File: src/rtl/vend_dispense_scheduler.sv
`default_nettype none
// ============================================================================
// vend_dispense_scheduler : round-robin sharing of one motor driver and one
// change hopper between vending lanes, with per-lane pending request queues.
// Revision: 1.0
// ============================================================================
module vend_dispense_scheduler #(
  parameter int N_LANES    = 4,
  parameter int MOTOR_CYC  = 8,
  parameter int HOPPER_CYC = 4,
  parameter int PEND_W     = 2
) (
  input  logic                       clk,
  input  logic                       rst,
  input  logic [N_LANES-1:0]         prod_req,
  input  logic [N_LANES-1:0]         change_req,
  output logic [N_LANES-1:0]         motor_en,
  output logic                       hopper_en,
  output logic [$clog2(N_LANES)-1:0] grant_lane,
  output logic                       busy,
  output logic                       vend_done,
  output logic [N_LANES-1:0]         overflow
);

  localparam int LANE_W  = $clog2(N_LANES);
  localparam int TMR_MAX = (MOTOR_CYC > HOPPER_CYC) ? MOTOR_CYC : HOPPER_CYC;
  localparam int TMR_W   = (TMR_MAX > 1) ? $clog2(TMR_MAX) : 1;

  localparam logic [TMR_W-1:0]  MOTOR_LOAD  = TMR_W'(MOTOR_CYC - 1);
  localparam logic [TMR_W-1:0]  HOPPER_LOAD = TMR_W'(HOPPER_CYC - 1);
  localparam logic [PEND_W-1:0] PEND_MAX    = '1;
  localparam logic [LANE_W-1:0] LAST_RST    = LANE_W'(N_LANES - 1);

  localparam logic [1:0] S_IDLE   = 2'd0;
  localparam logic [1:0] S_MOTOR  = 2'd1;
  localparam logic [1:0] S_HOPPER = 2'd2;
  localparam logic [1:0] S_GAP    = 2'd3;

  logic [1:0]        state;
  logic [TMR_W-1:0]  timer;
  logic [LANE_W-1:0] last;
  logic              take_chg;
  logic [PEND_W-1:0] pend_prod [N_LANES];
  logic [PEND_W-1:0] pend_chg  [N_LANES];

  logic              found;
  logic [LANE_W-1:0] pick;
  logic [LANE_W-1:0] rr_idx;
  logic              grant_go;
  logic [N_LANES-1:0] dec_prod;
  logic [N_LANES-1:0] dec_chg;
  logic [N_LANES-1:0] chg_nz;
  logic [N_LANES-1:0] prod_drop;
  logic [N_LANES-1:0] inc_chg;

  // Round-robin search starting one past the last served lane.
  always_comb begin
    found  = 1'b0;
    pick   = last;
    rr_idx = '0;
    for (int k = 1; k <= N_LANES; k++) begin
      rr_idx = LANE_W'((int'(last) + k) % N_LANES);
      if (!found && (pend_prod[rr_idx] != '0)) begin
        found = 1'b1;
        pick  = rr_idx;
      end
    end
  end

  always_comb begin
    chg_nz    = '0;
    prod_drop = '0;
    for (int i = 0; i < N_LANES; i++) begin
      chg_nz[i] = (pend_chg[i] != '0);
    end
    grant_go = (state == S_IDLE) && found;
    dec_prod = grant_go ? (N_LANES'(1) << pick) : '0;
    dec_chg  = dec_prod & chg_nz;
    for (int i = 0; i < N_LANES; i++) begin
      prod_drop[i] = prod_req[i] && !dec_prod[i] && (pend_prod[i] == PEND_MAX);
    end
    // A dropped product must not leave change owed behind it.
    inc_chg = prod_req & change_req & ~prod_drop;
  end

  always_ff @(posedge clk) begin
    if (rst) begin
      for (int i = 0; i < N_LANES; i++) begin
        pend_prod[i] <= '0;
        pend_chg[i]  <= '0;
      end
      overflow <= '0;
    end else begin
      for (int i = 0; i < N_LANES; i++) begin
        if (prod_drop[i]) begin
          overflow[i] <= 1'b1;
        end else if (prod_req[i] && !dec_prod[i]) begin
          pend_prod[i] <= pend_prod[i] + 1'b1;
        end else if (!prod_req[i] && dec_prod[i]) begin
          pend_prod[i] <= pend_prod[i] - 1'b1;
        end

        if (inc_chg[i] && !dec_chg[i]) begin
          pend_chg[i] <= pend_chg[i] + 1'b1;
        end else if (!inc_chg[i] && dec_chg[i]) begin
          pend_chg[i] <= pend_chg[i] - 1'b1;
        end
      end
    end
  end

  always_ff @(posedge clk) begin
    if (rst) begin
      state      <= S_IDLE;
      timer      <= '0;
      last       <= LAST_RST;
      grant_lane <= '0;
      take_chg   <= 1'b0;
    end else begin
      case (state)
        S_IDLE: begin
          if (found) begin
            state      <= S_MOTOR;
            timer      <= MOTOR_LOAD;
            last       <= pick;
            grant_lane <= pick;
            take_chg   <= chg_nz[pick];
          end
        end
        S_MOTOR: begin
          if (timer == '0) begin
            if (take_chg) begin
              state <= S_HOPPER;
              timer <= HOPPER_LOAD;
            end else begin
              state <= S_GAP;
            end
          end else begin
            timer <= timer - 1'b1;
          end
        end
        S_HOPPER: begin
          if (timer == '0) begin
            state <= S_GAP;
          end else begin
            timer <= timer - 1'b1;
          end
        end
        S_GAP: begin
          state <= S_IDLE;
        end
        default: begin
          state <= S_IDLE;
        end
      endcase
    end
  end

  assign motor_en  = (state == S_MOTOR) ? (N_LANES'(1) << grant_lane) : '0;
  assign hopper_en = (state == S_HOPPER);
  assign vend_done = (state == S_GAP);
  assign busy      = (state != S_IDLE);

endmodule
`default_nettype wire
File: config.mk
export PLATFORM = sky130hd
export DESIGN_NAME = vend_dispense_scheduler
export DESIGN_NICKNAME = d
export VERILOG_FILES = /design/src/rtl/vend_dispense_scheduler.sv
export SDC_FILE = /design/constraint.sdc
export NUM_CORES = 1
export LEC_CHECK = 0
export CAP_MARGIN = 20
export CORE_UTILIZATION = 54
export DETAILED_ROUTE_END_ITERATION = 12
export PLACE_DENSITY = 0.76
export SKIP_CTS_REPAIR_TIMING = 1
export SYNTH_ARGS = -nofsm -noshare
export SYNTH_HDL_FRONTEND = slang
export SYNTH_SLANG_ARGS = --single-unit
export TNS_END_PERCENT = 10
File: constraint.sdc
create_clock -name clk -period 4.65 [get_ports clk]
set_input_delay 0.93 -clock clk [delete_from_list [all_inputs] [get_ports clk]]
set_output_delay 0.93 -clock clk [all_outputs]
set_load 0.01 [all_outputs]
==> results of run 1 <==
==> worst reg2reg max path: cells and delay by family (launching register included) <==
kind | cells | cell delay (ns)
compound gates | 1 | 0.16
flops | 1 | 0.54
simple gates | 5 | 1.89
==> metrics by stage <==
step | hold WS, ns | util | total power (uW) | instance area (um^2) | std cells
floorplan | 0.4576 | - | 1465 | 2312 | 257
global placement | 0.4362 | 0.6232 | 1664 | 2529 | 319
detailed placement | 0.4442 | 0.6232 | 1688 | 2529 | 319
CTS | 0.4567 | 0.6485 | 1950 | 2631 | 327
global route | 0.4854 | 0.6485 | 2108 | 2631 | 327
finish | 0.4537 | 0.6485 | 1953 | 2631 | 327
==> registers in the layout (all words and copies together) (netlist names), named ones only <==
register,cells
grant_lane,2
last,2
overflow,4
pend_chg,8
pend_prod,8
state,2
take_chg,1
timer,3
==> per-layer routing <==
layer	track usage	wire length, um
met5	0	0
met4	0.1011	51
met3	0.04561	201
met2	0.3938	2319
met1	0.3054	2305
==> final cells by class <==
class	count	share of cell area
Clock buffer	7	0.03709
Clock inverter	1	0.001902
Inverter	9	0.01284
Multi-Input combinational cell	205	0.5335
Sequential cell	32	0.3043
Tap cell	50	0.02378
Timing Repair Buffer	23	0.08654
==> cells in the final DEF (no fill, tap or decap), types with 3 or more instances in the layout <==
cell,count
o21bai_1,3
mux2i_1,4
ha_1,8
nor2_1,24
xnor2_1,6
inv_1,9
o21ai_0,11
a211oi_1,5
nor2b_1,3
clkdlybuf4s50_1,22
clkbuf_8,5
nor3_1,17
a21oi_1,21
or3_1,6
edfxtp_1,16
nand2b_1,4
a21o_1,4
dfxtp_1,16
a31oi_1,3
nand2_1,14
nor3b_1,4
nand3_1,13
and3_1,5
xor2_1,6
o211ai_1,3
==> path summary, 6_finish.rpt <==
check        slack [ns]             from               to
max                1.77  pend_prod[1][0]  pend_prod[2][1]
min                0.45      overflow[3]      overflow[3]
max reg2reg        1.77  pend_prod[1][0]  pend_prod[2][1]
min reg2reg        0.45      overflow[3]      overflow[3]
==> power by group through the flow <==
stage,registers (uW),logic (uW),clock network [uW]
detailed placement,581,1110,0
global placement,576,1090,0
global route,603,1240,262
floorplan,522,943,0
finish,579,1120,250
CTS,578,1120,252
==> logic make-up after synthesis <==
group / count (synthesis)
flops: 32
fa+ha+maj: 8
xor+xnor: 12
mux: 8
simple gates: 111
compound gates: 66
buf+inv: 20
==> results.json, run 1 <==
{
  "status": "completed",
  "chipHeight_um": 67.44,
  "synth-seq-cells": 32,
  "drt_wl_total_um": 4878,
  "rsz0062_at_grt": "false",
  "slowest_stage": "nor4_2",
  "dr.pass1.iters": 6,
  "fin_skew_ns": 0.009905,
  "setup_viol": 0,
  "synth-compound-area-share": 0.2035,
  "synth.distinct_cells": 60,
  "worst_ep_required_time_ns": 4.66,
  "wire_per_inst_um": 14.92,
  "design.die.area_mm2": 0.004547,
  "p_seq_frac": 0.297,
  "cp_cell_sequence": "or2_1 -> and3_1 -> or3_1 -> nor4_2 -> nor2b_1 -> a211o_1",
  "fmax_ghz": 0.3468,
  "ys_warn_count": 0,
  "switchingPower_uw": 886.2,
  "p_leak_uw": 0.001004,
  "path_buf_inv": 0,
  "start_util": 0.5698,
  "tritoncts": "built",
  "synth_fa_ha_area_frac": 0.04329,
  "regArea_um2": 800.8,
  "clkPwrFrac": 0.128,
  "synth_area_mm2": 0.002312,
  "synthTopCellsByArea": "edfxtp_1 21%, dfxtp_1 14%, a21oi_1 4.5%",
  "route.detailed.drc": 0,
  "fin_crit_ns": 2.883,
  "multi_input_area_mm2": 0.001404,
  "dp_hpwl_um": 3347,
  "synth-main-ff-cell": "edfxtp_1",
  "synth_common_cells": "24 x nor2_1, 21 x a21oi_1, 17 x nor3_1, 16 x dfxtp_1, 16 x edfxtp_1",
  "setup_slack_ns": 1.767,
  "start_kind": "flip-flop",
  "hold_viol": 0,
  "synth.most_common_cell": "nor2_1",
  "drt_iter0_drc": 93,
  "p_int_uw": 1067,
  "h-tree-depth": 2,
  "cpPeakStageDelay_ns": 0.74,
  "yosys.area_share.xor_xnor": 0.04545,
  "antenna_found_initial": 0,
  "drive_gt1_frac": 0.09747,
  "pin_count": 23,
  "clk_latency_ns": 0.30,
  "die_x_um": 67.44,
  "synth_top_cell_by_area": "edfxtp_1",
  "power_frac_comb": 0.575,
  "cts-buffers-inserted": 5,
  "port_buffers": 22,
  "worst_pin_slew_ns": 0.9145,
  "synth-seq-area-share": 0.3463,
  "worstSetupEndpointType": "flip-flop",
  "synth_top_area_share": 0.2078,
  "drv_slew": 0,
  "pre_cts_ws_ns": 1.799,
  "hp-class": "reg -> reg",
  "first_global_vias": 1753,
  "vias": 1978,
  "cap_violations": 0,
  "synth_fp_nets": 275,
  "critical_path_class": "reg -> reg",
  "cts_buffer_depth": 2,
  "arrival_ns": 2.89,
  "grt_first_pass_wirelength_um": 8066,
  "core-area_mm2": 0.004058,
  "grt_max_degree": 32,
  "switching_share": 0.4538,
  "relSlewSlack": 0.3891,
  "synth_top_family_by_area": "simple AND/OR/NAND/NOR gates",
  "gp_congestion": 1.034,
  "holdPathStages": 2,
  "worst-path-max-fanout": 11,
  "syn2layout_area_growth_pct": 13.80,
  "postRouteAntennaNets": 0,
  "path_depth": 6,
  "cts_root_buf": "clkbuf_8",
  "viasPerCell": 6.049,
  "fp-row-count": 23,
  "antenna_cells": 0,
  "synth_edf_count": 16,
  "fin_crit_sh": 0.6201,
  "clock_sinks": 32,
  "overflow": 0,
  "final_nets": 294,
  "ir_worst_vdd_mv": 0.3252,
  "synth.mux.area_fraction": 0.04654,
  "avgSynthCellArea_um2": 8.997,
  "fin_setup_tns_ns": 0,
  "powerDensity_mw_per_mm2": 742.1,
  "crit_family": "simple AND/OR/NAND/NOR gates",
  "final.fill_count": 354,
  "grt_usage": 0.2397,
  "async_flop_share": 0,
  "yosys.area_share.simple": 0.2684,
  "path_clk_slew_ns": 0.07,
  "synth_cells": 257,
  "r2r_cells": 6
}
(Power assumes the default switching activity.)
==> run 2, diff against run 1 <==
- clock period: 4.65 -> 3 ns (I/O delays scaled with it)
==> run 2 against run 1 <==
Combinational power up 56%. First-iteration DRC count up 20%. Total power up 56%. Global-route usage down 1.4 points. Largest power group unchanged. Utilization up 0.56 points. Hold slack worse by 0.0069 ns.
==> results.json, run 2 (synthesis gave the netlist of run 1 again) <==
{
  "status": "completed",
  "rrSetupSlack_ns": 0.38,
  "hold_viol": 0,
  "fin_skew_ns": 0.004582,
  "fin_crit_sh": 0.8744,
  "vias": 1999,
  "die_x_um": 67.44,
  "cts_root_buf": "clkbuf_8",
  "grt_usage": 0.2262,
  "hold_end": "overflow[3]",
  "fin_hold_ws_ns": 0.4469,
  "wire_per_inst_um": 14.09,
  "worst_ep_required_time_ns": 2.99,
  "tritoncts": "built",
  "drt_wl_total_um": 4637,
  "critical_path_class": "reg -> reg",
  "syn2layout_area_growth_pct": 14.77,
  "dp_hpwl_um": 3475,
  "grt_first_pass_wirelength_um": 7693,
  "holdPathStages": 2,
  "clock_sinks": 32,
  "first_global_vias": 1749,
  "postRouteAntennaNets": 0,
  "powerDensity_mw_per_mm2": 1149,
  "layout_commonest_cell": "nor2_1",
  "cap_violations": 0,
  "final_nets": 296,
  "fin_area_mm2": 0.002654,
  "antenna_cells": 0,
  "p_leak_uw": 0.001012,
  "fp-row-count": 23,
  "drv_slew": 0,
  "design.die.area_mm2": 0.004547,
  "route.detailed.drc": 0,
  "mostFrequentLayoutCells": "24 x nor2_1, 22 x clkdlybuf4s50_1, 21 x a21oi_1",
  "setup_viol": 0,
  "setup_slack_ns": 0.3768,
  "start_util": 0.5698,
  "chipHeight_um": 67.44,
  "port_buffers": 22,
  "gp_congestion": 0.9871,
  "relSlewSlack": 0.6283,
  "start_kind": "flip-flop",
  "core-area_mm2": 0.004058,
  "viasPerCell": 6.076,
  "hp-class": "reg -> reg",
  "path_clk_slew_ns": 0.06,
  "fmax_ghz": 0.3812,
  "hp-start": "overflow[3]",
  "clk_latency_ns": 0.28,
  "worst_pin_slew_ns": 0.5575,
  "fin_crit_ns": 2.623,
  "timing.rr.start": "pend_prod[1][0]",
  "place_area_mm2": 0.002544,
  "overflow": 0,
  "cts_buffer_depth": 2,
  "ir_worst_vdd_mv": 0.5826,
  "rsz0062_at_grt": "false",
  "drive_gt1_frac": 0.1039,
  "antenna_found_initial": 0,
  "r2r_cells": 6,
  "pre_cts_ws_ns": 0.2430,
  "top_regs": "pend_chg x8, pend_prod x8, overflow x4",
  "grt_max_degree": 19,
  "worstSetupEndpointType": "flip-flop",
  "arrival_ns": 2.62,
  "h-tree-depth": 2,
  "dr.pass1.iters": 4,
  "worstReg2RegEnd": "pend_chg[3][1]",
  "worst-path-max-fanout": 11,
  "pin_count": 23,
  "cts-buffers-inserted": 5,
  "drt_iter0_drc": 112,
  "fin_setup_tns_ns": 0
}
run 2: changes by cell type in the layout (fill, tap and decap cells not counted):
cell / change
buf_4: +2
clkinv_1: +2
bufinv_16: +1
clkbuf_1: -1
clkbuf_16: -1
clkinv_2: -1
o21bai_1: -1
o21bai_2: +1
run 2: cell type report:
| type | instances | area, um^2 |
|---|---|---|
| Sequential cell | 32 | 800.8 |
| Timing Repair Buffer | 25 | 242.7 |
| Clock buffer | 5 | 68.82 |
| Fill cell | 345 | 1404 |
| Tap cell | 50 | 62.56 |
| Clock inverter | 3 | 37.54 |
| Multi-Input combinational cell | 205 | 1408 |
| Inverter | 9 | 33.78 |
run 2: per-layer routing:
layer / track usage / up-vias / part of all wire
met5: 0 / - / 0
met4: 0.1011 / 0 / 0.0091
met3: 0.04054 / 4 / 0.040
met2: 0.3600 / 48 / 0.48
met1: 0.2976 / 946 / 0.47
li1: - / 1001 / -
run 2: worst max path at each step:
stage | slack [ns] | to | cells after the start | from
finish | 0.38 | pend_chg[3][1] | 6 | pend_prod[1][0]
detailed placement | 0.24 | pend_chg[1][1] | 6 | pend_prod[1][0]
global route | 0.12 | pend_chg[1][0] | 6 | pend_prod[1][0]
global placement | 0.30 | pend_chg[1][0] | 6 | pend_prod[1][0]
floorplan | 0.57 | pend_chg[3][0] | 7 | pend_prod[1][0]
CTS | 0.24 | pend_chg[1][0] | 6 | pend_prod[1][0]
run 2: report_power, final:
part,switching [uW],internal [uW]
combinational,967,787
clock,160,242
sequential,225,671
run 2: metrics by stage:
stage / util / std cells / total power [uW]
detailed placement: 0.6269 / 321 / 2641
finish: 0.6540 / 329 / 3050
CTS: 0.6531 / 329 / 3045
floorplan: - / 257 / 2271
global placement: 0.6269 / 321 / 2589
global route: 0.6540 / 329 / 3310
run 2: worst max-delay path, stage by stage (launching register included):
cell and delay [ns]:
edfxtp_1 0.54, nor3_1 0.42, nand3_1 0.28, nand3_1 0.17, mux2_2 0.41, or3_1 0.39
nand3_1 0.13
